File: config.mk
export PLATFORM = sky130hd
export DESIGN_NAME = mlp_xor_ctrl
export DESIGN_NICKNAME = d
export VERILOG_FILES = /design/src/rtl/mlp_xor_ctrl.sv
export SDC_FILE = /design/constraint.sdc
export NUM_CORES = 1
export LEC_CHECK = 0
export ABC_AREA = 1
export BUFFER_PORTS_ARGS = -buffer_cell sky130_fd_sc_hd__buf_2
export CAP_MARGIN = 20
export CORE_AREA = 10 10 98 118
export CTS_CLUSTER_DIAMETER = 40
export DETAILED_ROUTE_END_ITERATION = 12
export DIE_AREA = 0 0 108 128
export PLACE_DENSITY = 0.88
export SLEW_MARGIN = 20
export SYNTH_ARGS = -nofsm -noshare
export SYNTH_HDL_FRONTEND = slang
export SYNTH_SLANG_ARGS = --single-unit
File: constraint.sdc
create_clock -name clk -period 2.1 [get_ports clk]
set_input_delay 0.105 -clock clk [delete_from_list [all_inputs] [get_ports clk]]
set_output_delay 0.105 -clock clk [all_outputs]
set_load 0.01 [all_outputs]
File: src/rtl/mlp_xor_ctrl.sv
// Sequencer and weight/bias register bank for the 2-3-1 XOR MLP datapath.
// Optional inference counter output enabled by defining MLP_XOR_CTRL_STATS_EN.
module mlp_xor_ctrl #(
    parameter int LATENCY    = 3,
    parameter int NUM_PARAMS = 13
) (
    input  logic                      clk,
    input  logic                      reset,
    input  logic                      cfg_we,
    input  logic [3:0]                cfg_addr,
    input  logic signed [7:0]         cfg_data,
    output logic                      cfg_ready,
    output logic                      cfg_complete,
    output logic                      cfg_err,
    input  logic                      in_valid,
    output logic                      in_ready,
    input  logic                      in_a,
    input  logic                      in_b,
    output logic                      out_valid,
    input  logic                      out_ready,
    output logic                      out_result,
    output logic                      mlp_in1,
    output logic                      mlp_in2,
    output logic [8*NUM_PARAMS-1:0]   mlp_params,
    input  logic                      mlp_final_out
`ifdef MLP_XOR_CTRL_STATS_EN
    ,
    output logic [15:0]               inf_count
`endif
);

    localparam int CW = $clog2(LATENCY + 1);

    typedef enum logic [1:0] {CFG, IDLE, RUN, RESP} state_t;

    state_t                    state_q, state_d;
    logic [NUM_PARAMS-1:0]     mask_q, mask_d;
    logic [8*NUM_PARAMS-1:0]   params_q, params_d;
    logic                      err_q, err_d;
    logic [CW-1:0]             cnt_q, cnt_d;
    logic                      in1_q, in1_d;
    logic                      in2_q, in2_d;
    logic                      ov_q, ov_d;
    logic                      res_q, res_d;

    always_ff @(posedge clk) begin
        if (reset) begin
            state_q  <= CFG;
            mask_q   <= '0;
            params_q <= '0;
            err_q    <= 1'b0;
            cnt_q    <= '0;
            in1_q    <= 1'b0;
            in2_q    <= 1'b0;
            ov_q     <= 1'b0;
            res_q    <= 1'b0;
        end else begin
            state_q  <= state_d;
            mask_q   <= mask_d;
            params_q <= params_d;
            err_q    <= err_d;
            cnt_q    <= cnt_d;
            in1_q    <= in1_d;
            in2_q    <= in2_d;
            ov_q     <= ov_d;
            res_q    <= res_d;
        end
    end

    always_comb begin
        state_d   = state_q;
        mask_d    = mask_q;
        params_d  = params_q;
        err_d     = err_q;
        cnt_d     = cnt_q;
        in1_d     = in1_q;
        in2_d     = in2_q;
        ov_d      = ov_q;
        res_d     = res_q;
        cfg_ready = (state_q == CFG) || (state_q == IDLE);
        in_ready  = (state_q == IDLE);

        // Out-of-range writes complete the handshake but only raise the sticky error.
        if (cfg_ready && cfg_we) begin
            if (int'(cfg_addr) >= NUM_PARAMS) begin
                err_d = 1'b1;
            end else begin
                for (int n = 0; n < NUM_PARAMS; n++) begin
                    if (cfg_addr == 4'(n)) begin
                        params_d[8*n +: 8] = cfg_data;
                        mask_d[n]          = 1'b1;
                    end
                end
            end
        end

        case (state_q)
            CFG: begin
                if (&mask_d) state_d = IDLE;
            end
            IDLE: begin
                if (in_valid) begin
                    in1_d   = in_a;
                    in2_d   = in_b;
                    cnt_d   = '0;
                    state_d = RUN;
                end
            end
            RUN: begin
                if (cnt_q == CW'(LATENCY)) begin
                    res_d   = mlp_final_out;
                    ov_d    = 1'b1;
                    state_d = RESP;
                end else begin
                    cnt_d = cnt_q + 1'b1;
                end
            end
            RESP: begin
                if (out_ready) begin
                    ov_d    = 1'b0;
                    state_d = IDLE;
                end
            end
            default: state_d = CFG;
        endcase
    end

`ifdef MLP_XOR_CTRL_STATS_EN
    logic [15:0] inf_count_q;

    always_ff @(posedge clk) begin
        if (reset) begin
            inf_count_q <= '0;
        end else if (ov_q && out_ready && (inf_count_q != 16'hFFFF)) begin
            inf_count_q <= inf_count_q + 16'd1;
        end
    end

    assign inf_count = inf_count_q;
`endif

    assign cfg_complete = &mask_q;
    assign cfg_err      = err_q;
    assign out_valid    = ov_q;
    assign out_result   = res_q;
    assign mlp_in1      = in1_q;
    assign mlp_in2      = in2_q;
    assign mlp_params   = params_q;

endmodule

==> impl_metrics.py <==
metrics = {
    "status": {
        "status": "completed",
    },
    "floorplanning": {
        "die_x_um": 108,
        "dieArea_mm2": 0.01382,
        "num_rows": 39,
        "core_mm2": 0.009320,
        "initial_core_util_pct": 50.65,
        "io_pins": 132,
        "die_h_um": 128,
    },
    "critical_path": {
        "crit_fanout": 5,
        "worstSetupStartpointType": "flip-flop",
        "reg2reg_from": "state_q[0]",
        "crit_type": "flip-flop to flip-flop",
        "cp.arrival_ns": 2.28,
        "startpoint": "state_q[0]",
        "critPathRequiredTime_ns": 2.40,
        "critPathCaptureType": "flip-flop",
    },
    "placed_design": {
        "port_buffers": 131,
        "dp.final_hpwl_um": 9827,
        "dp_slack_ns": 0.009547,
        "gp_congestion": 0.8829,
        "place_area_mm2": 0.005648,
        "dp.cells": 867,
    },
    "logic_synthesis": {
        "ys_ff_latch": 126,
        "synth_top_area_share_pct": 53.43,
        "ys.warnings.count": 0,
        "synthArstFlopShare_pct": 0,
        "syn-cell-area_mm2": 0.004721,
        "synth_area_leaders": "dfxtp_1, a21oi_1, nor2_1, nand2_1, nand3_1",
        "synthMostInstantiatedCell": "dfxtp_1",
        "synth.distinct_cells": 17,
        "syn-instance-count": 615,
        "synth-edff-count": 0,
        "syn_area_per_cell_um2": 7.676,
        "synth_flop_cell": "dfxtp_1",
        "synth_top_area_cell": "dfxtp_1",
        "yosysSeqAreaShare_pct": 53.43,
        "ys_top_cells_by_count": "dfxtp_1, nor2_1, nand2_1",
        "synth_nets": 641,
    },
    "route": {
        "drt_iter0_markers": 340,
        "vias": 4854,
        "viasPerCell": 5.364,
        "routed_wl_um": 14920,
        "wl_per_cell_um": 16.48,
        "ant_nets": 0,
        "drc": 0,
        "first_pass_iters": 5,
    },
    "sta": {
        "slew_violations": 0,
        "min_period_ns": 1.986,
        "min_period_over_period_pct": 94.58,
        "setup_slack_ns": 0.1139,
        "fmax_mhz": 503.5,
        "worstMarginPinSlew_ns": 0.8617,
        "holdWs_ns": 0.08246,
        "clock_skew_ns": 0.008535,
        "tns_ns": 0,
        "relSlewSlack_pct": 42.55,
        "hold_viol": 0,
        "setup_violations": 0,
    },
    "global_routing": {
        "grt_first_pass_wirelength_um": 22850,
        "antenna_found_initial": 0,
        "grt.busiest_layer": "met2",
        "grt_util_met3_pct": 6.690,
        "grt-ovfl-total": 0,
        "first_global_vias": 4522,
        "met1_usage_pct": 24.01,
        "track_usage_pct": 20.65,
        "grt_start_max_net_pins": 90,
        "gr-usage-met2_pct": 34.60,
    },
    "run": {
        "maxCapViolations": 0,
    },
    "finish": {
        "final_cells": 905,
        "diodes": 0,
        "seqCellArea_mm2": 0.002524,
        "fillers": 745,
        "final_area_mm2": 0.006434,
        "nets": 795,
        "multiInputGateArea_mm2": 0.002100,
        "fin_util_pct": 69.03,
        "syn_to_final_growth_pct": 36.28,
        "drive_gt1_share_pct": 28.52,
    },
    "pwr": {
        "power.density_mw_per_mm2": 937.1,
        "finalPower_mw": 6.029,
        "cellLeakagePower_nw": 2.833,
        "peakVddDrop_v": 0.0006499,
    },
    "cts": {
        "worstSkewPairLatency_ns": 0.41,
        "ctsLongestPathBuffers": 2,
        "clock-sinks": 126,
        "path_clk_slew_ns": 0.05,
        "cts_root_buf": "clkbuf_16",
        "cts_max_level": 4,
        "cts_tree": "yes",
        "cts_buffers": 17,
    },
    "hold_path": {
        "min_path_type": "input pin to flip-flop",
        "worstHoldStart": "in_valid",
    },
}
-- report_power, final --
group | leakage, nW | internal [mW] | switching (mW)
Combinational | 1.49 | 0.0985 | 0.230
Sequential | 1.02 | 2.43 | 0.0183
Clock | 0.325 | 2.22 | 1.03
-- worst paths after layout --
path / to / slack [ns] / cells past startpoint
setup / recovery: state_q[1] / 0.11 / 13
setup reg to reg: state_q[1] / 0.11 / 13
hold / removal: mlp_in1 / 0.08 / 4
hold reg to reg: mlp_params[56] / 0.46 / 2
-- critical path: stages (launching register included) --
cell and delay [ns]:
dfxtp_2 0.38, inv_1 0.08, ha_2 0.21, buf_4 0.15, nor2_4 0.16, nor2_4 0.10
a21oi_1 0.24, nor2_1 0.07, nand2_1 0.07, nor2_1 0.04, nand2_1 0.07, nand2_2 0.09
a21oi_1 0.16, nor2_1 0.06
-- per-layer routing --
metal / part of all wire, % / wire (um)
met1: 39 / 5745
met2: 50 / 7466
met3: 10 / 1500
met4: 1.4 / 202
met5: 0 / 0
-- cell type report --
type	count	share of cell area (%)
clock buffers	21	7.468
repair buffers	162	14.24
flip-flops and latches	126	39.23
well taps	123	2.392
multi-input cells	442	32.63
inverters	20	1.167
clock inverters	11	2.878
-- registers in the layout, summed over array words and instances, names as in the netlist --
name        cells
mlp_params    104
out_result      1
state_q         2
cnt_q           2
out_valid       1
cfg_err         1
mask_q         13
mlp_in2         1
mlp_in1         1
-- cells in the final DEF (no fill, tap or decap) --
cell,instances
clkbuf_8,4
nor2_1,107
a21oi_2,7
dfxtp_1,125
o21ai_0,37
nand2_1,103
clkinv_2,4
dlygate4sd3_1,3
o21ai_4,1
clkinvlp_4,2
ha_4,1
dfxtp_2,1
nor3_1,2
nor2_4,4
nand4_1,2
a311oi_1,1
buf_4,27
inv_1,19
nor4_1,1
inv_2,1
nand2_2,1
a21oi_1,79
ha_2,1
ha_1,4
clkbuf_16,17
buf_16,1
nand3_1,76
nor2_2,15
bufinv_16,5
buf_2,131
-- repair_timing --
item                       4_1_cts  5_1_grt
buffers inserted                 0        1
hold buffers                     3        0
setup endpoints to repair        2       70
hold endpoints to repair         3        0
resized for setup                2       16
gates cloned                     0        2
pin swaps                        0        3
-- kinds of logic (layout without fill, tap and decap cells) --
group                    after synthesis  count (layout)  share of synthesized area (%)
buffers and inverters                 49             214                          3.922
adder cells (fa/ha/maj)                6               6                          1.590
AND/OR/NAND/NOR                      309             311                          27.64
AO/OA/AOI/OAI                        125             125                          13.41
flip-flops                           126             126                          53.43
Note: power is estimated with default switching activity, not from simulation.
